===== src/rtl/riscv_pkg.sv =====
// Shared RISC-V core constants: ALU opcodes, operand-source selects, datapath defaults.
// No logic; pure declarations.
// No flow control.
package riscv_pkg;

    localparam int DEF_XLEN = 32;
    localparam int DEF_RA_W = 5;

    localparam logic [2:0] ALU_ADD  = 3'd0;
    localparam logic [2:0] ALU_SUB  = 3'd1;
    localparam logic [2:0] ALU_AND  = 3'd2;
    localparam logic [2:0] ALU_OR   = 3'd3;
    localparam logic [2:0] ALU_XOR  = 3'd4;
    localparam logic [2:0] ALU_MUL  = 3'd5;
    localparam logic [2:0] ALU_MULH = 3'd6;

    localparam logic SRC_A_RS1 = 1'b0;
    localparam logic SRC_A_PC  = 1'b1;
    localparam logic SRC_B_RS2 = 1'b0;
    localparam logic SRC_B_IMM = 1'b1;

endpackage


===== src/rtl/id_ex_stage_if.sv =====
// Bundle of the ID-side handshake, the EX-side outputs and the forwarding sources.
// No logic; slave = the ID/EX stage, master = the surrounding pipeline.
// id_valid/id_ready handshake on the ID side, ex_valid/ex_ready on the EX side.
interface id_ex_stage_if #(
    parameter int XLEN = riscv_pkg::DEF_XLEN,
    parameter int RA_W = riscv_pkg::DEF_RA_W
);
    logic            flush;
    logic            id_valid;
    logic            id_ready;
    logic [XLEN-1:0] id_pc;
    logic [RA_W-1:0] id_rs1_addr;
    logic [RA_W-1:0] id_rs2_addr;
    logic [XLEN-1:0] id_rs1_data;
    logic [XLEN-1:0] id_rs2_data;
    logic [XLEN-1:0] id_imm;
    logic [2:0]      id_alu_op;
    logic            id_src_a_sel;
    logic            id_src_b_sel;
    logic [RA_W-1:0] id_rd_addr;
    logic            id_rd_we;
    logic            id_mem_rd;
    logic            ex_valid;
    logic            ex_ready;
    logic [XLEN-1:0] ex_a;
    logic [XLEN-1:0] ex_b;
    logic [XLEN-1:0] ex_store_data;
    logic [2:0]      ex_alu_op;
    logic [XLEN-1:0] ex_pc;
    logic [RA_W-1:0] ex_rd_addr;
    logic            ex_rd_we;
    logic            ex_mem_rd;
    logic            exm_rd_we;
    logic [RA_W-1:0] exm_rd_addr;
    logic [XLEN-1:0] exm_result;
    logic            wb_rd_we;
    logic [RA_W-1:0] wb_rd_addr;
    logic [XLEN-1:0] wb_data;

    modport slave (
        input  flush, id_valid, id_pc, id_rs1_addr, id_rs2_addr, id_rs1_data, id_rs2_data,
               id_imm, id_alu_op, id_src_a_sel, id_src_b_sel, id_rd_addr, id_rd_we, id_mem_rd,
               ex_ready, exm_rd_we, exm_rd_addr, exm_result, wb_rd_we, wb_rd_addr, wb_data,
        output id_ready, ex_valid, ex_a, ex_b, ex_store_data, ex_alu_op, ex_pc,
               ex_rd_addr, ex_rd_we, ex_mem_rd
    );

    modport master (
        output flush, id_valid, id_pc, id_rs1_addr, id_rs2_addr, id_rs1_data, id_rs2_data,
               id_imm, id_alu_op, id_src_a_sel, id_src_b_sel, id_rd_addr, id_rd_we, id_mem_rd,
               ex_ready, exm_rd_we, exm_rd_addr, exm_result, wb_rd_we, wb_rd_addr, wb_data,
        input  id_ready, ex_valid, ex_a, ex_b, ex_store_data, ex_alu_op, ex_pc,
               ex_rd_addr, ex_rd_we, ex_mem_rd
    );
endinterface


===== src/rtl/hazard_unit.sv =====
// RAW hazard detection and operand forwarding for the ID/EX stage; ID_EX_FWD_EN enables bypass.
// Purely combinational, zero latency.
// Produces hazard_stall, which the stage uses to hold ID; no state of its own.
module hazard_unit #(
    parameter int XLEN = riscv_pkg::DEF_XLEN,
    parameter int RA_W = riscv_pkg::DEF_RA_W
) (
    input  logic            ex_valid,
    input  logic            ex_mem_rd,
    input  logic            ex_rd_we,
    input  logic [RA_W-1:0] ex_rd_addr,
    input  logic [RA_W-1:0] id_rs1_addr,
    input  logic [RA_W-1:0] id_rs2_addr,
    input  logic [RA_W-1:0] st_rs1_addr,
    input  logic [RA_W-1:0] st_rs2_addr,
    input  logic [XLEN-1:0] st_rs1_data,
    input  logic [XLEN-1:0] st_rs2_data,
    input  logic            exm_rd_we,
    input  logic [RA_W-1:0] exm_rd_addr,
    input  logic [XLEN-1:0] exm_result,
    input  logic            wb_rd_we,
    input  logic [RA_W-1:0] wb_rd_addr,
    input  logic [XLEN-1:0] wb_data,
    output logic [XLEN-1:0] rs1_fwd,
    output logic [XLEN-1:0] rs2_fwd,
    output logic            hazard_stall
);

    // x0 is hardwired zero, so a write to it never produces a dependency.
    function automatic logic hit(input logic we, input logic [RA_W-1:0] rd, input logic [RA_W-1:0] rs);
        return we && (rd != '0) && (rd == rs);
    endfunction

    logic ex_hits_id;
    assign ex_hits_id = hit(ex_valid && ex_rd_we, ex_rd_addr, id_rs1_addr) ||
                        hit(ex_valid && ex_rd_we, ex_rd_addr, id_rs2_addr);

`ifdef ID_EX_FWD_EN
    // Only a load in EX cannot be bypassed: its data arrives one stage too late.
    assign hazard_stall = ex_hits_id && ex_mem_rd;

    // Youngest producer wins: EX/MEM overrides MEM/WB, which overrides the stored read.
    always_comb begin
        rs1_fwd = st_rs1_data;
        rs2_fwd = st_rs2_data;
        if (hit(wb_rd_we, wb_rd_addr, st_rs1_addr))   rs1_fwd = wb_data;
        if (hit(exm_rd_we, exm_rd_addr, st_rs1_addr)) rs1_fwd = exm_result;
        if (hit(wb_rd_we, wb_rd_addr, st_rs2_addr))   rs2_fwd = wb_data;
        if (hit(exm_rd_we, exm_rd_addr, st_rs2_addr)) rs2_fwd = exm_result;
    end
`else
    // Without bypass, wait until the producer reaches WB; the write-first regfile covers WB.
    assign hazard_stall = ex_hits_id ||
                          hit(exm_rd_we, exm_rd_addr, id_rs1_addr) ||
                          hit(exm_rd_we, exm_rd_addr, id_rs2_addr);
    assign rs1_fwd = st_rs1_data;
    assign rs2_fwd = st_rs2_data;

    logic unused_fwd;
    assign unused_fwd = ^{ex_mem_rd, st_rs1_addr, st_rs2_addr, exm_result,
                          wb_rd_we, wb_rd_addr, wb_data};
`endif

endmodule


===== src/rtl/id_ex_stage.sv =====
// ID/EX pipeline register presenting forwarded ALU operands; bypass enabled by ID_EX_FWD_EN.
// Latency 1 cycle ID->EX, 1 instr/cycle; load-use (or unbypassed RAW) inserts bubbles.
// Holds everything while ex_ready=0; id_ready drops on stall, flush or a blocked full slot.
module id_ex_stage #(
    parameter int XLEN = riscv_pkg::DEF_XLEN,
    parameter int RA_W = riscv_pkg::DEF_RA_W
) (
    input  logic          clk,
    input  logic          rst,
    id_ex_stage_if.slave  bus
);
    import riscv_pkg::*;

    logic            vld_q;
    logic [XLEN-1:0] pc_q;
    logic [RA_W-1:0] rs1_addr_q;
    logic [RA_W-1:0] rs2_addr_q;
    logic [XLEN-1:0] rs1_data_q;
    logic [XLEN-1:0] rs2_data_q;
    logic [XLEN-1:0] imm_q;
    logic [2:0]      alu_op_q;
    logic            src_a_sel_q;
    logic            src_b_sel_q;
    logic [RA_W-1:0] rd_addr_q;
    logic            rd_we_q;
    logic            mem_rd_q;

    logic            hazard_stall;
    logic            capture;
    logic [XLEN-1:0] rs1_fwd;
    logic [XLEN-1:0] rs2_fwd;

    hazard_unit #(.XLEN(XLEN), .RA_W(RA_W)) u_hazard (
        .ex_valid     (vld_q),
        .ex_mem_rd    (mem_rd_q),
        .ex_rd_we     (rd_we_q),
        .ex_rd_addr   (rd_addr_q),
        .id_rs1_addr  (bus.id_rs1_addr),
        .id_rs2_addr  (bus.id_rs2_addr),
        .st_rs1_addr  (rs1_addr_q),
        .st_rs2_addr  (rs2_addr_q),
        .st_rs1_data  (rs1_data_q),
        .st_rs2_data  (rs2_data_q),
        .exm_rd_we    (bus.exm_rd_we),
        .exm_rd_addr  (bus.exm_rd_addr),
        .exm_result   (bus.exm_result),
        .wb_rd_we     (bus.wb_rd_we),
        .wb_rd_addr   (bus.wb_rd_addr),
        .wb_data      (bus.wb_data),
        .rs1_fwd      (rs1_fwd),
        .rs2_fwd      (rs2_fwd),
        .hazard_stall (hazard_stall)
    );

    assign bus.id_ready = (!vld_q || bus.ex_ready) && !hazard_stall && !bus.flush;
    assign capture      = bus.id_valid && bus.id_ready && !bus.flush;

    // Slot update: reset dominates, then capture, then drain on EX accept or flush; else hold.
    always_ff @(posedge clk) begin
        if (rst) begin
            vld_q       <= 1'b0;
            pc_q        <= '0;
            rs1_addr_q  <= '0;
            rs2_addr_q  <= '0;
            rs1_data_q  <= '0;
            rs2_data_q  <= '0;
            imm_q       <= '0;
            alu_op_q    <= '0;
            src_a_sel_q <= 1'b0;
            src_b_sel_q <= 1'b0;
            rd_addr_q   <= '0;
            rd_we_q     <= 1'b0;
            mem_rd_q    <= 1'b0;
        end else if (capture) begin
            vld_q       <= 1'b1;
            pc_q        <= bus.id_pc;
            rs1_addr_q  <= bus.id_rs1_addr;
            rs2_addr_q  <= bus.id_rs2_addr;
            rs1_data_q  <= bus.id_rs1_data;
            rs2_data_q  <= bus.id_rs2_data;
            imm_q       <= bus.id_imm;
            alu_op_q    <= bus.id_alu_op;
            src_a_sel_q <= bus.id_src_a_sel;
            src_b_sel_q <= bus.id_src_b_sel;
            rd_addr_q   <= bus.id_rd_addr;
            rd_we_q     <= bus.id_rd_we;
            mem_rd_q    <= bus.id_mem_rd;
        end else if (bus.ex_ready || bus.flush) begin
            vld_q <= 1'b0;
        end
    end

    assign bus.ex_valid      = vld_q;
    assign bus.ex_a          = (src_a_sel_q == SRC_A_PC)  ? pc_q  : rs1_fwd;
    assign bus.ex_b          = (src_b_sel_q == SRC_B_IMM) ? imm_q : rs2_fwd;
    assign bus.ex_store_data = rs2_fwd;
    assign bus.ex_alu_op     = alu_op_q;
    assign bus.ex_pc         = pc_q;
    assign bus.ex_rd_addr    = rd_addr_q;
    assign bus.ex_rd_we      = rd_we_q;
    assign bus.ex_mem_rd     = mem_rd_q;

endmodule


===== src/flat_wrapper.sv =====
// flat-port wrapper written by rule: the top's interface ports become plain ports
module id_ex_stage_flat import riscv_pkg::*;
#(
    parameter int XLEN = riscv_pkg::DEF_XLEN,
    parameter int RA_W = riscv_pkg::DEF_RA_W
)
  (clk, rst, bus_flush, bus_id_valid, bus_id_pc, bus_id_rs1_addr, bus_id_rs2_addr, bus_id_rs1_data, bus_id_rs2_data, bus_id_imm, bus_id_alu_op, bus_id_src_a_sel, bus_id_src_b_sel, bus_id_rd_addr, bus_id_rd_we, bus_id_mem_rd, bus_ex_ready, bus_exm_rd_we, bus_exm_rd_addr, bus_exm_result, bus_wb_rd_we, bus_wb_rd_addr, bus_wb_data, bus_id_ready, bus_ex_valid, bus_ex_a, bus_ex_b, bus_ex_store_data, bus_ex_alu_op, bus_ex_pc, bus_ex_rd_addr, bus_ex_rd_we, bus_ex_mem_rd);
  id_ex_stage_if #(.XLEN(XLEN), .RA_W(RA_W)) bus_i ();
  input  logic clk;
  input  logic rst;
  input wire logic [$bits(bus_i.flush)-1:0] bus_flush;
  input wire logic [$bits(bus_i.id_valid)-1:0] bus_id_valid;
  input wire logic [$bits(bus_i.id_pc)-1:0] bus_id_pc;
  input wire logic [$bits(bus_i.id_rs1_addr)-1:0] bus_id_rs1_addr;
  input wire logic [$bits(bus_i.id_rs2_addr)-1:0] bus_id_rs2_addr;
  input wire logic [$bits(bus_i.id_rs1_data)-1:0] bus_id_rs1_data;
  input wire logic [$bits(bus_i.id_rs2_data)-1:0] bus_id_rs2_data;
  input wire logic [$bits(bus_i.id_imm)-1:0] bus_id_imm;
  input wire logic [$bits(bus_i.id_alu_op)-1:0] bus_id_alu_op;
  input wire logic [$bits(bus_i.id_src_a_sel)-1:0] bus_id_src_a_sel;
  input wire logic [$bits(bus_i.id_src_b_sel)-1:0] bus_id_src_b_sel;
  input wire logic [$bits(bus_i.id_rd_addr)-1:0] bus_id_rd_addr;
  input wire logic [$bits(bus_i.id_rd_we)-1:0] bus_id_rd_we;
  input wire logic [$bits(bus_i.id_mem_rd)-1:0] bus_id_mem_rd;
  input wire logic [$bits(bus_i.ex_ready)-1:0] bus_ex_ready;
  input wire logic [$bits(bus_i.exm_rd_we)-1:0] bus_exm_rd_we;
  input wire logic [$bits(bus_i.exm_rd_addr)-1:0] bus_exm_rd_addr;
  input wire logic [$bits(bus_i.exm_result)-1:0] bus_exm_result;
  input wire logic [$bits(bus_i.wb_rd_we)-1:0] bus_wb_rd_we;
  input wire logic [$bits(bus_i.wb_rd_addr)-1:0] bus_wb_rd_addr;
  input wire logic [$bits(bus_i.wb_data)-1:0] bus_wb_data;
  output wire logic [$bits(bus_i.id_ready)-1:0] bus_id_ready;
  output wire logic [$bits(bus_i.ex_valid)-1:0] bus_ex_valid;
  output wire logic [$bits(bus_i.ex_a)-1:0] bus_ex_a;
  output wire logic [$bits(bus_i.ex_b)-1:0] bus_ex_b;
  output wire logic [$bits(bus_i.ex_store_data)-1:0] bus_ex_store_data;
  output wire logic [$bits(bus_i.ex_alu_op)-1:0] bus_ex_alu_op;
  output wire logic [$bits(bus_i.ex_pc)-1:0] bus_ex_pc;
  output wire logic [$bits(bus_i.ex_rd_addr)-1:0] bus_ex_rd_addr;
  output wire logic [$bits(bus_i.ex_rd_we)-1:0] bus_ex_rd_we;
  output wire logic [$bits(bus_i.ex_mem_rd)-1:0] bus_ex_mem_rd;
  assign bus_i.flush = bus_flush;
  assign bus_i.id_valid = bus_id_valid;
  assign bus_i.id_pc = bus_id_pc;
  assign bus_i.id_rs1_addr = bus_id_rs1_addr;
  assign bus_i.id_rs2_addr = bus_id_rs2_addr;
  assign bus_i.id_rs1_data = bus_id_rs1_data;
  assign bus_i.id_rs2_data = bus_id_rs2_data;
  assign bus_i.id_imm = bus_id_imm;
  assign bus_i.id_alu_op = bus_id_alu_op;
  assign bus_i.id_src_a_sel = bus_id_src_a_sel;
  assign bus_i.id_src_b_sel = bus_id_src_b_sel;
  assign bus_i.id_rd_addr = bus_id_rd_addr;
  assign bus_i.id_rd_we = bus_id_rd_we;
  assign bus_i.id_mem_rd = bus_id_mem_rd;
  assign bus_i.ex_ready = bus_ex_ready;
  assign bus_i.exm_rd_we = bus_exm_rd_we;
  assign bus_i.exm_rd_addr = bus_exm_rd_addr;
  assign bus_i.exm_result = bus_exm_result;
  assign bus_i.wb_rd_we = bus_wb_rd_we;
  assign bus_i.wb_rd_addr = bus_wb_rd_addr;
  assign bus_i.wb_data = bus_wb_data;
  assign bus_id_ready = bus_i.id_ready;
  assign bus_ex_valid = bus_i.ex_valid;
  assign bus_ex_a = bus_i.ex_a;
  assign bus_ex_b = bus_i.ex_b;
  assign bus_ex_store_data = bus_i.ex_store_data;
  assign bus_ex_alu_op = bus_i.ex_alu_op;
  assign bus_ex_pc = bus_i.ex_pc;
  assign bus_ex_rd_addr = bus_i.ex_rd_addr;
  assign bus_ex_rd_we = bus_i.ex_rd_we;
  assign bus_ex_mem_rd = bus_i.ex_mem_rd;
  id_ex_stage #(.XLEN(XLEN), .RA_W(RA_W)) u_core (.clk(clk), .rst(rst), .bus(bus_i));
endmodule

===== config.mk =====
export PLATFORM = sky130hd
export DESIGN_NAME = id_ex_stage_flat
export DESIGN_NICKNAME = d
export VERILOG_FILES = /design/src/rtl/riscv_pkg.sv /design/src/rtl/id_ex_stage_if.sv /design/src/rtl/hazard_unit.sv /design/src/rtl/id_ex_stage.sv /design/src/flat_wrapper.sv
export SDC_FILE = /design/constraint.sdc
export NUM_CORES = 1
export LEC_CHECK = 0
export CAP_MARGIN = 20
export CORE_ASPECT_RATIO = 0.6
export CORE_MARGIN = 5
export CORE_UTILIZATION = 44
export CTS_CLUSTER_SIZE = 24
export DETAILED_ROUTE_END_ITERATION = 10
export HOLD_SLACK_MARGIN = 0.06
export PLACE_DENSITY = 0.89
export SLEW_MARGIN = 15
export SYNTH_ARGS = -nofsm -noshare
export SYNTH_HDL_FRONTEND = slang
export SYNTH_SLANG_ARGS = --single-unit

===== constraint.sdc =====
create_clock -name clk -period 6.37 [get_ports clk]
set_clock_uncertainty 0.1 [all_clocks]
set_input_delay 0.637 -clock clk [delete_from_list [all_inputs] [get_ports clk]]
set_output_delay 0.637 -clock clk [all_outputs]
set_load 0.05 [all_outputs]

# Word-level counts from Yosys, hierarchy flattened

Index checks and enable logic that the tools add are counted.
Widths: inputs -> output; s select.

Reduce and logical (&&, ||, !) cells: 22
Mux-type cells: 4
Equal/unequal tests: 4

Operators by type and width:

| cell              | number |
|---|---|
| $mux 32           | 2 |
| $eq 5x5->1        | 4 |
| $logic_and 1x1->1 | 11 |
| $reduce_bool 5->1 | 2 |
| $logic_or 1x1->1  | 5 |
| $logic_not 1->1   | 3 |
| $mux 1            | 2 |
| $reduce_bool 2->1 | 1 |

Logic and storage cells: 41
Output and inout port bits: 140
Register bits after elaboration: 141
Input port bits: 231

# Longest topological paths before layout

Gate-level depths: netlist of the first run.

Depth after elaboration: 12
Depth in mapped cells: 9
Depth with buffers taken out: 6

# Modules after synthesis

From an unflattened synthesis of the first run, not the netlist that was laid out.

Cell total of the unflattened synthesis: 827
Area total of the unflattened synthesis: 8284.2 µm²

Modules (own cells, without submodules):

| module      | times used | seq. area each (µm²) | cells each | area an instance (µm²) |
|---|---|---|---|---|
| id_ex_stage | 1          | 3022.9               | 728        | 7536.0 |
| hazard_unit | 1          | 0.0                  | 99         | 748.2 |

# Least setup slack after synthesis of the first run

Ideal clock, no wire load.

Path type: register to output
Start point: register u_core.rd_addr_q[4] (netlist: u_core.bus.ex_rd_addr[4])
End point: output port bus_id_ready
Data required time: 5.633 ns
Stages on the path, launching flop included: 5
Arrival: 1.854 ns
Path buffers: 0
Path slack: 3.779 ns
Path through: dfxtp_1 -> or3_1 -> o311a_1 -> a32oi_1 -> and2_1

Word-level cells in the longest chain between the ends: 9
Elaborated cells on any way between the ends: 12
Classes of those cells: eq/ne (2); reduce/logical (10)

RTL lines:

| what                                | line               | source |
|---|---|---|
| from (decl)                         | id_ex_stage.sv:24  | `logic [RA_W-1:0] rd_addr_q;` |
| from (signal assigned)              | id_ex_stage.sv:85  | `rd_addr_q <= bus.id_rd_addr;` |
| $reduce_bool 5->1                   | hazard_unit.sv:31  | `return we && (rd != '0) && (rd == rs);` |
| $logic_and 1x1->1 (2 in series)     | hazard_unit.sv:31  |  |
| $logic_or 1x1->1 (*)                | hazard_unit.sv:35  | `assign ex_hits_id = hit(ex_valid && ex_rd_we, ex_rd_addr, id_rs1_addr) \|\|` |
| $logic_or 1x1->1 (*)                | hazard_unit.sv:53  | `assign hazard_stall = ex_hits_id \|\|` |
| $logic_or 1x1->1 (*)                | hazard_unit.sv:54  | `hit(exm_rd_we, exm_rd_addr, id_rs1_addr) \|\|` |
| $logic_not 1->1 (*)                 | id_ex_stage.sv:55  | `assign bus.id_ready = (!vld_q \|\| bus.ex_ready) && !hazard_stall && !bus.flush;` |
| $logic_and 1x1->1 (*) (2 in series) | id_ex_stage.sv:55  |  |
| to (decl)                           | flat_wrapper.sv:32 | `output wire logic [$bits(bus_i.id_ready)-1:0] bus_id_ready;` |

Mark *: on every way between the ends. The rest lies on a longest branch, timed or not.

# Worst setup path after layout of the first run

Start point: input port bus_exm_rd_addr[1]
End point: output port bus_id_ready

Word-level cells in the longest chain between the ends: 8
Elaborated cells on any way between the ends: 11
Classes of those cells: eq/ne (2); reduce/logical (9)

RTL lines:

| what                                | line               | source |
|---|---|---|
| from (decl)                         | flat_wrapper.sv:27 | `input wire logic [$bits(bus_i.exm_rd_addr)-1:0] bus_exm_rd_addr;` |
| $reduce_bool 5->1                   | hazard_unit.sv:31  |  |
| $logic_and 1x1->1 (2 in series)     | hazard_unit.sv:31  |  |
| $logic_or 1x1->1                    | hazard_unit.sv:53  |  |
| $logic_or 1x1->1 (*)                | hazard_unit.sv:54  |  |
| $logic_not 1->1 (*)                 | id_ex_stage.sv:55  |  |
| $logic_and 1x1->1 (*) (2 in series) | id_ex_stage.sv:55  |  |

Marked as above.

==> summary.md, run 1 <==
| Metric | Value |
|---|---|
| Status | `completed` |
| Post-layout util | `66.88%` |
| P_sw | `736.8 µW` |
| Avg Cell Area, Syn | `10.24 µm²` |
| Clock Power Share | `39.5%` |
| Post-place setup slack | `2.891 ns` |
| Pwr Density | `236.8 nW/µm²` |
| Diodes inserted | `0` |
| CTS tree | `done` |
| I/O pins | `371` |
| Post-Syn Nets | `953` |
| Async SR Flop Fraction | `0%` |
| Layout area overhead | `47.89%` |
| Seq pwr share | `37.4%` |
| Clock-pin slew on the worst setup and hold paths | `0.06 ns` |
| Required time of the critical path | `5.63 ns` |
| Via density | `4.642` |
| Vias in the first global route | `5,783` |
| Port Buffers | `300` |
| FILL cells | `1,306` |
| Gr ovfl total | `0` |
| Cells after Synth | `722` |
| Crit path kind | `in -> out` |
| DRC | `0` |
| H-tree lvl count | `4` |
| GPL Wtd Cong | `0.8494` |
| Setup violators final | `0` |
| Comb pwr share | `23.1%` |
| Detailed Route Iter0 Violations | `266` |
| Tot GR Track Use | `19.11%` |
| Final cell count without fillers | `1,229` |
| Reg2Reg Setup Slack | `3.39 ns` |
| Std-Cell Rows | `36` |
| Die Footprint | `19,580 µm²` |
| Cell count after placement | `1,198` |
| CP Launch Point | `bus_exm_rd_addr[1]` |
| Hold_ws | `0.3707 ns` |
| Measured slew at the worst slew-check pin | `1.267 ns` |
| Die width | `177.4 µm` |
| # resized after CTS | `0` |
| Max-slew violation count | `0` |
| DP HPWL | `13,980 µm` |
| Largest net degree at the start of global routing | `173` |
| ANT nets after route | `0` |
| Finished Cell Area | `10,940 µm²` |
| Share of cells above drive strength 1 | `10.09%` |
| F_max | `285.5 MHz` |
| Top-area cell type share of the netlist area | `38.17%` |
| Largest cells by area after synthesis | `dfxtp_1 38%, nand2b_1 24%, mux2i_1 19%` |
| Reg2Reg Depth | `6` |
| Worst vdd ir | `0.1595 mV` |
| Nets | `1,220` |
| CTS buffer count | `17` |
| Seq/Total Area, Yosys | `38.17%` |
| Number of synthesized flops with an enable pin | `0` |
| Min Clock Period, post-route | `3.502 ns` |
| Final Cycle Share | `54.98%` |
| FF+latch area | `2824 µm²` |
| Synthesized flop and latch total | `141` |
| Crit path capture | `bus_id_ready` |
| Initial antenna violation count | `0` |
| Clock root buffer | `clkbuf_16` |
| CTS Hold Bufs | `0` |
| Yosys cell types | `21` |
| Die Y | `110.4 µm` |
| Pwr Total | `2.590 mW` |
| Primary FF master, synth | `dfxtp_1` |
| CP max FO | `3` |
| Post-Syn Area | `7395 µm²` |
| FF-to-FF End | `u_core.rs1_data_q[9]$_SDFFE_PP0P_` |
| Worst EP arrival | `2.77 ns` |
| Worst relative slew slack | `15.50%` |
| CORE AREA | `16,350 µm²` |
| Final Hold Viols | `0` |
| Maxcap violations | `0` |
| Hold Path Class | `reg -> reg` |
| FF-to-FF Start | `u_core.bus.ex_rd_addr[0]$_SDFFE_PP0P_` |
| DR WL/cell | `15.91 µm` |
| Net Sw Frac | `28.45%` |
| Int Pwr | `1.853 mW` |
| Post CTS Setup Buffer Count | `0` |
| Via count | `5,705` |
| Synth Warn # | `0` |
| Clock sinks | `141` |
| Starting Density | `45.22%` |
| Wirelength, routed | `19,560 µm` |
| Global-route wire length before repair | `30,540 µm` |
| DRT Pass-1 Iters | `4` |
| Placed inst area | `10,320 µm²` |
| Post-synth top area cell | `dfxtp_1` |
| Final TNS setup | `0 ns` |
| Worst-Skew Late Latency | `0.40 ns` |
| Setup WS post-layout | `2.868 ns` |
| Clk buf depth | `2` |
| P_leak | `4.022 nW` |
| Critical Path End Type | `output pin` |
| Crit path launch type | `input pin` |
| Area of the multi-input gates | `4169 µm²` |
| RSZ-0062 raised after global routing | `false` |
[worst max-delay path, cell delays in order]
cell and delay [ns]:
clkdlybuf4s50_1 0.50, xnor2_1 0.16, nand3_1 0.09, o22ai_1 0.08, a32oi_1 0.31, and2_1 0.17
clkdlybuf4s50_1 0.82
[power groups by stage]
stage          Sequential (mW)  Clock [mW]  Combinational, mW
2_1_floorplan             1.06           0              0.300
3_3_place_gp             0.986           0              0.594
3_5_place_dp             0.987           0              0.601
4_1_cts                  0.969        1.05              0.603
5_1_grt                  0.975        1.09              0.630
6_report                 0.969        1.02              0.599
[cell type report]
cell class,instances,share of cell area [%]
Tap cell,228,2.609
Clock inverter,12,1.476
Clock buffer,19,4.142
Sequential cell,141,25.82
Inverter,1,0.03432
Multi-Input combinational cell,525,38.12
Timing Repair Buffer,303,27.79
[synth_stat cells, types with 2 or more instances]
cell type	number
mux2i_1	140
o22ai_1	2
nand3_1	4
buf_12	11
xnor2_1	20
mux2_2	64
buf_4	5
nor3_1	2
nand2b_1	280
dfxtp_1	141
clkbuf_1	39
nand2_1	5
[registers in the layout, summed over array words and instances, names as in the netlist]
register and count:
u_core.bus.ex_pc 32, u_core.bus.ex_rd_addr 5, u_core.bus.ex_rd_we 1, u_core.imm_q 32, u_core.bus.ex_mem_rd 1, u_core.src_a_sel_q 1, u_core.src_b_sel_q 1, u_core.bus.ex_alu_op 3
u_core.bus.ex_valid 1, u_core.rs1_data_q 32, u_core.rs2_data_q 32
[how the worst min path moves through the flow]
stage / depth (start not counted) / to / startpoint / slack [ns]
after floorplan: 2 / u_core.imm_q[0]$_SDFFE_PP0P_ / u_core.imm_q[0]$_SDFFE_PP0P_ / 0.35
after global placement: 2 / u_core.rs1_data_q[22]$_SDFFE_PP0P_ / u_core.rs1_data_q[22]$_SDFFE_PP0P_ / 0.36
after detailed placement: 2 / u_core.imm_q[25]$_SDFFE_PP0P_ / u_core.imm_q[25]$_SDFFE_PP0P_ / 0.36
after CTS: 2 / u_core.imm_q[19]$_SDFFE_PP0P_ / u_core.imm_q[19]$_SDFFE_PP0P_ / 0.37
after global routing: 2 / u_core.rs1_data_q[15]$_SDFFE_PP0P_ / u_core.rs1_data_q[15]$_SDFFE_PP0P_ / 0.39
final: 2 / u_core.imm_q[10]$_SDFFE_PP0P_ / u_core.imm_q[10]$_SDFFE_PP0P_ / 0.37
[kinds of logic (layout without fill, tap and decap cells)]
family,Yosys count,in the layout,share of synthesized area [%]
xor+xnor,20,20,2.369
simple gates,295,295,24.65
buf+inv,56,335,5.516
compound gates,6,6,0.5922
mux,204,204,28.70
flops,141,141,38.17
[placed cells by master, fill, tap and decap left out]
cell,synthesis,final
clkinvlp_4,0,6
mux2i_1,140,140
mux2_2,64,64
a32oi_1,1,1
clkbuf_8,0,2
buf_12,11,1
nand3_1,4,4
buf_6,0,1
clkinv_4,0,1
nand2b_1,280,280
nor3_1,2,2
dfxtp_1,141,140
a21oi_1,1,1
clkbuf_16,0,17
nor2_1,1,1
xnor2_1,20,20
o22ai_1,2,2
inv_6,0,2
and2_1,1,1
a22oi_1,1,1
or3_1,1,1
o311a_1,1,1
buf_4,5,2
bufinv_16,0,3
dfxtp_2,0,1
and3_4,0,1
nand2_1,5,5
clkdlybuf4s50_1,0,299
inv_1,1,1
[per-layer routing]
metal,GRT usage (%),share of wire [%]
met5,0,0
met1,22.62,43
met2,30.78,45
met4,4.274,0.96
met3,10.11,12
No activity file was read; power rests on OpenSTA's default activity.
==> run 2, diff against run 1 <==
CORE_UTILIZATION = 37   (was 44)
PLACE_DENSITY = 0.8   (was 0.89)
clock period = 3 ns   (was 6.37 ns; I/O delays follow)
==> run 2 against run 1 <==
Net effect: clock power grew 110%; die area up 17%; sequential share of layout area fell by 0.35 points; non-clock buffer count up 12; first-iteration DRC count fell by 39%; critical path type is now reg -> reg; critical endpoint is now u_core.rs1_data_q[4]$_SDFFE_PP0P_.
==> summary.md, run 2 (synthesis results as in run 1) <==
| Metric | Value |
|---|---|
| Vias in the first global route | `5,735` |
| Worst-Skew Late Latency | `0.42 ns` |
| Starting Density | `37.31%` |
| ANT nets after route | `0` |
| Tot GR Track Use | `17.10%` |
| Net Sw Frac | `28.32%` |
| Final TNS setup | `0 ns` |
| Worst relative slew slack | `62.19%` |
| Clock Power Share | `39.1%` |
| Clock-pin slew on the worst setup and hold paths | `0.06 ns` |
| Layout area overhead | `49.93%` |
| Setup violators final | `0` |
| Clock root buffer | `clkbuf_16` |
| Wirelength, routed | `20,510 µm` |
| H-tree lvl count | `4` |
| Area of the multi-input gates | `4169 µm²` |
| Clock sinks | `141` |
| Detailed Route Iter0 Violations | `161` |
| Max-slew violation count | `0` |
| DP HPWL | `14,950 µm` |
| Min Clock Period, post-route | `2.566 ns` |
| Comb pwr share | `23.6%` |
| Int Pwr | `3.941 mW` |
| Global-route wire length before repair | `31,130 µm` |
| Top Usage Layer GRT | `met2` |
| Post-layout util | `55.94%` |
| Crit path kind | `reg -> reg` |
| Post CTS Setup Buffer Count | `0` |
| Std-Cell Rows | `40` |
| Pwr Density | `495.9 nW/µm²` |
| DRC | `0` |
| DR WL/cell | `15.92 µm` |
| CTS buffer count | `17` |
| Via density | `4.557` |
| Critical Path End Type | `flip-flop` |
| Die Y | `119.5 µm` |
| Clk buf depth | `2` |
| Nets | `1,232` |
| P_sw | `1.557 mW` |
| Most frequent cells in the layout | `280 x nand2b_1, 266 x clkdlybuf4s50_1, 140 x mux2i_1, 140 x dfxtp_1, 64 x mux2_2` |
| CTS Hold Bufs | `0` |
| Final Cycle Share | `85.52%` |
| Required time of the critical path | `3.22 ns` |
| Most common cell after layout, fill and taps aside | `nand2b_1` |
| Met1 usage | `21.49%` |
| Maxcap violations | `0` |
| Largest net degree at the start of global routing | `104` |
| FF+latch area | `2824 µm²` |
| GPL Wtd Cong | `0.8180` |
| Reg2Reg Setup Slack | `0.43 ns` |
| RSZ-0062 raised after global routing | `false` |
| Die Footprint | `23,010 µm²` |
| DRT Pass-1 Iters | `5` |
| GR Layer Usage met2 | `26.16%` |
| CTS tree | `done` |
| FILL cells | `1,699` |
| Seq pwr share | `37.3%` |
| Finished Cell Area | `11,090 µm²` |
| Status | `completed` |
| Via count | `5,870` |
| CP max FO | `52` |
| Initial antenna violation count | `1` |
| F_max | `389.8 MHz` |
| Measured slew at the worst slew-check pin | `0.5653 ns` |
| Worst vdd ir | `0.3666 mV` |
| Gr ovfl total | `0` |
| Crit path launch type | `flip-flop` |
| Global-route track usage on met3 | `8.314%` |
| Final Hold Viols | `0` |
| Port Buffers | `300` |
| I/O pins | `371` |
| P_leak | `4.193 nW` |
| Die width | `192.5 µm` |
| Share of cells above drive strength 1 | `14.20%` |
| Placed inst area | `10,490 µm²` |
| Hold Path Class | `in -> reg` |
| Worst EP arrival | `2.79 ns` |
| CORE AREA | `19,820 µm²` |
| # resized after CTS | `0` |
run 2: cell types whose count changed in the layout (fill, tap and decap cells not counted), sizes merged, moves of 2 or more:
cell	before	now
inv	3	1
clkdlybuf4s50	299	266
clkinvlp	6	0
clkbuf	19	26
clkinv	1	4
buf	4	49
run 2: layer usage:
metal / vias to the layer above / routed length [µm]
met3: 15 / 2145
met1: 2714 / 9219
met4: 0 / 214
met5: - / 0
met2: 202 / 8929
li1: 2939 / -
run 2: worst max-delay path: stages (launching register included):
cell and delay (ns):
dfxtp_1 0.36, or3_1 0.38, o311a_1 0.29, a32oi_1 0.30
and3_4 0.36, buf_12 0.33, mux2i_1 0.30
run 2: worst paths after layout:
path	startpoint	end	cells past startpoint
setup / recovery	u_core.bus.ex_rd_addr[4]$_SDFFE_PP0P_	u_core.rs1_data_q[4]$_SDFFE_PP0P_	6
hold / removal	bus_id_rs1_data[31]	u_core.rs1_data_q[31]$_SDFFE_PP0P_	3
setup reg to reg	u_core.bus.ex_rd_addr[4]$_SDFFE_PP0P_	u_core.rs1_data_q[4]$_SDFFE_PP0P_	6
hold reg to reg	u_core.imm_q[27]$_SDFFE_PP0P_	u_core.imm_q[27]$_SDFFE_PP0P_	2
run 2: final cells by class:
| type | count | area share [%] |
|---|---|---|
| Antenna cell | 1 | 0.02257 |
| Clock buffer | 26 | 4.683 |
| Clock inverter | 6 | 0.7223 |
| Inverter | 1 | 0.03386 |
| Multi-Input combinational cell | 525 | 37.60 |
| Sequential cell | 141 | 25.47 |
| Tap cell | 273 | 3.081 |
| Timing Repair Buffer | 315 | 28.38 |
run 2: power by group through the flow:
stage / combinational, mW / clock (mW) / sequential, mW
floorplan: 0.637 / 0 / 2.26
global placement: 1.29 / 0 / 2.08
detailed placement: 1.31 / 0 / 2.09
CTS: 1.31 / 2.21 / 2.05
global route: 1.37 / 2.29 / 2.06
finish: 1.30 / 2.15 / 2.05
run 2: per-stage QoR:
step | hold WS, ns | power (mW) | instances | setup slack (ns)
final | 0.3420 | 5.498 | 1288 | 0.4343
after global placement | 0.3558 | 3.378 | 1255 | 0.4023
after CTS | 0.3112 | 5.565 | 1287 | 0.4154
after global routing | 0.3202 | 5.715 | 1288 | 0.3160
after detailed placement | 0.3606 | 3.393 | 1255 | 0.3206
after floorplan | 0.2793 | 2.895 | 722 | 0.6651
==> run 3, diff against run 2 <==
CELL_PAD_IN_SITES_DETAIL_PLACEMENT = 0   (was unset)
CELL_PAD_IN_SITES_GLOBAL_PLACEMENT = 1   (was unset)
CORE_UTILIZATION = 27   (was 37)
==> run 3 against run 2 <==
Net effect: combinational power barely moved; setup slack got worse by 0.23 ns; sequential cell count did not move; non-clock buffer count fell by 7; largest power group unchanged; highest routed layer is now met5.
==> summary.md, run 3 (synthesis results as in run 1) <==
| Metric | Value |
|---|---|
| Largest net degree at the start of global routing | `174` |
| DP HPWL | `16,330 µm` |
| F_max | `357.6 MHz` |
| Die Y | `138.2 µm` |
| Share of cells above drive strength 1 | `10.63%` |
| Measured slew at the worst slew-check pin | `0.6178 ns` |
| Hold_ws | `0.3341 ns` |
| CP max FO | `14` |
| Layout area overhead | `51.27%` |
| Detailed Route Iter0 Violations | `250` |
| CTS tree | `done` |
| Clock-pin slew on the worst setup and hold paths | `0.06 ns` |
| Post CTS Setup Buffer Count | `0` |
| Via count | `5,763` |
| Std-Cell Rows | `46` |
| Max-slew violation count | `0` |
| RSZ-0062 raised after global routing | `false` |
| Status | `completed` |
| Initial antenna violation count | `2` |
| H-tree lvl count | `4` |
| Crit path kind | `reg -> out` |
| Critical Path End Type | `output pin` |
| Worst-Skew Late Latency | `0.43 ns` |
| Final Hold Viols | `0` |
| Reg2Reg Setup Slack | `0.54 ns` |
| Min Clock Period, post-route | `2.797 ns` |
| Global-route wire length before repair | `35,400 µm` |
| Worst EP arrival | `2.40 ns` |
| CTS Hold Bufs | `0` |
| Clock sinks | `141` |
| Crit path launch type | `flip-flop` |
| P_leak | `4.075 nW` |
| Gr ovfl total | `0` |
| Maxcap violations | `0` |
| Required time of the critical path | `2.60 ns` |
| Vias in the first global route | `6,075` |
| # resized after CTS | `0` |
| CTS buffer count | `17` |
| Clock root buffer | `clkbuf_16` |
| Pwr Density | `492.0 nW/µm²` |
| Port Buffers | `300` |
| Die Footprint | `30,910 µm²` |
| Finished Cell Area | `11,190 µm²` |
| Wirelength, routed | `22,520 µm` |
| Most common cell after layout, fill and taps aside | `clkdlybuf4s50_1` |
| I/O pins | `371` |
| Worst vdd ir | `0.2716 mV` |
| Hold Path Class | `in -> reg` |
| Most frequent cells in the layout | `298 x clkdlybuf4s50_1, 280 x nand2b_1, 140 x mux2i_1` |
| Clk buf depth | `2` |
| Die width | `223.7 µm` |
| Final Cycle Share | `93.23%` |
| DRC | `0` |
| ANT nets after route | `0` |
| CORE AREA | `26,710 µm²` |
| Placed inst area | `10,590 µm²` |
| Setup violators final | `0` |
| DRT Pass-1 Iters | `4` |
| Final TNS setup | `0 ns` |
| Via density | `4.213` |
| Tot GR Track Use | `14.40%` |
| Worst relative slew slack | `58.81%` |
| Starting Density | `27.69%` |
| Nets | `1,225` |
| GPL Wtd Cong | `0.7722` |
| DR WL/cell | `16.46 µm` |
| Pwr Total | `5.503 mW` |
[run 3: changes by cell type in the layout (fill, tap and decap cells not counted), sizes merged]
| cell | previous run | this run |
|---|---|---|
| clkinvlp | 0 | 3 |
| clkdlybuf4s50 | 266 | 298 |
| clkbuf | 26 | 23 |
| buf | 49 | 10 |
[run 3: cell type report]
class,count,area (µm²)
fillers,2597,15520
multi-input cells,525,4169
repair buffers,308,3137
flip-flops and latches,141,2825
clock buffers,23,488.0
well taps,360,450.4
clock inverters,9,110.1
inverters,1,3.754
diodes,1,2.502
[run 3: where the power goes]
group | internal (mW) | switching [mW]
combinational | 0.608 | 0.686
clock | 1.31 | 0.844
sequential | 1.98 | 0.0763
total | 3.90 | 1.61
[run 3: routing by layer]
metal  GRT usage [%]  wire length [µm]  up-vias
met5               0                20        -
li1                -                 -     2912
met3           6.812              1891       21
met2           22.20             10080      157
met1           18.42             10300     2671
met4           3.254               223        2
[run 3: final timing paths]
check | from | to | cells past startpoint
max | u_core.src_b_sel_q$_SDFFE_PP0P_ | bus_ex_b[25] | 3
min | bus_id_pc[20] | u_core.bus.ex_pc[20]$_SDFFE_PP0P_ | 3
max reg2reg | u_core.bus.ex_rd_addr[4]$_SDFFE_PP0P_ | u_core.rs1_data_q[9]$_SDFFE_PP0P_ | 6
min reg2reg | u_core.rs1_data_q[4]$_SDFFE_PP0P_ | u_core.rs1_data_q[4]$_SDFFE_PP0P_ | 2
[run 3: worst max-delay path, stage by stage (launching register included)]
cell and delay (ns):
dfxtp_2 0.58, buf_4 0.30, mux2_2 0.36, clkdlybuf4s50_1 0.72
[run 3: metrics by stage]
step | instances | setup WS [ns] | utilization [%]
2_1_floorplan | 722 | 0.6651 | -
3_3_place_gp | 1335 | 0.4084 | 39.64
3_5_place_dp | 1335 | 0.3556 | 39.64
4_1_cts | 1367 | 0.1663 | 41.88
5_1_grt | 1367 | 0.1176 | 41.88
6_report | 1368 | 0.2033 | 41.89
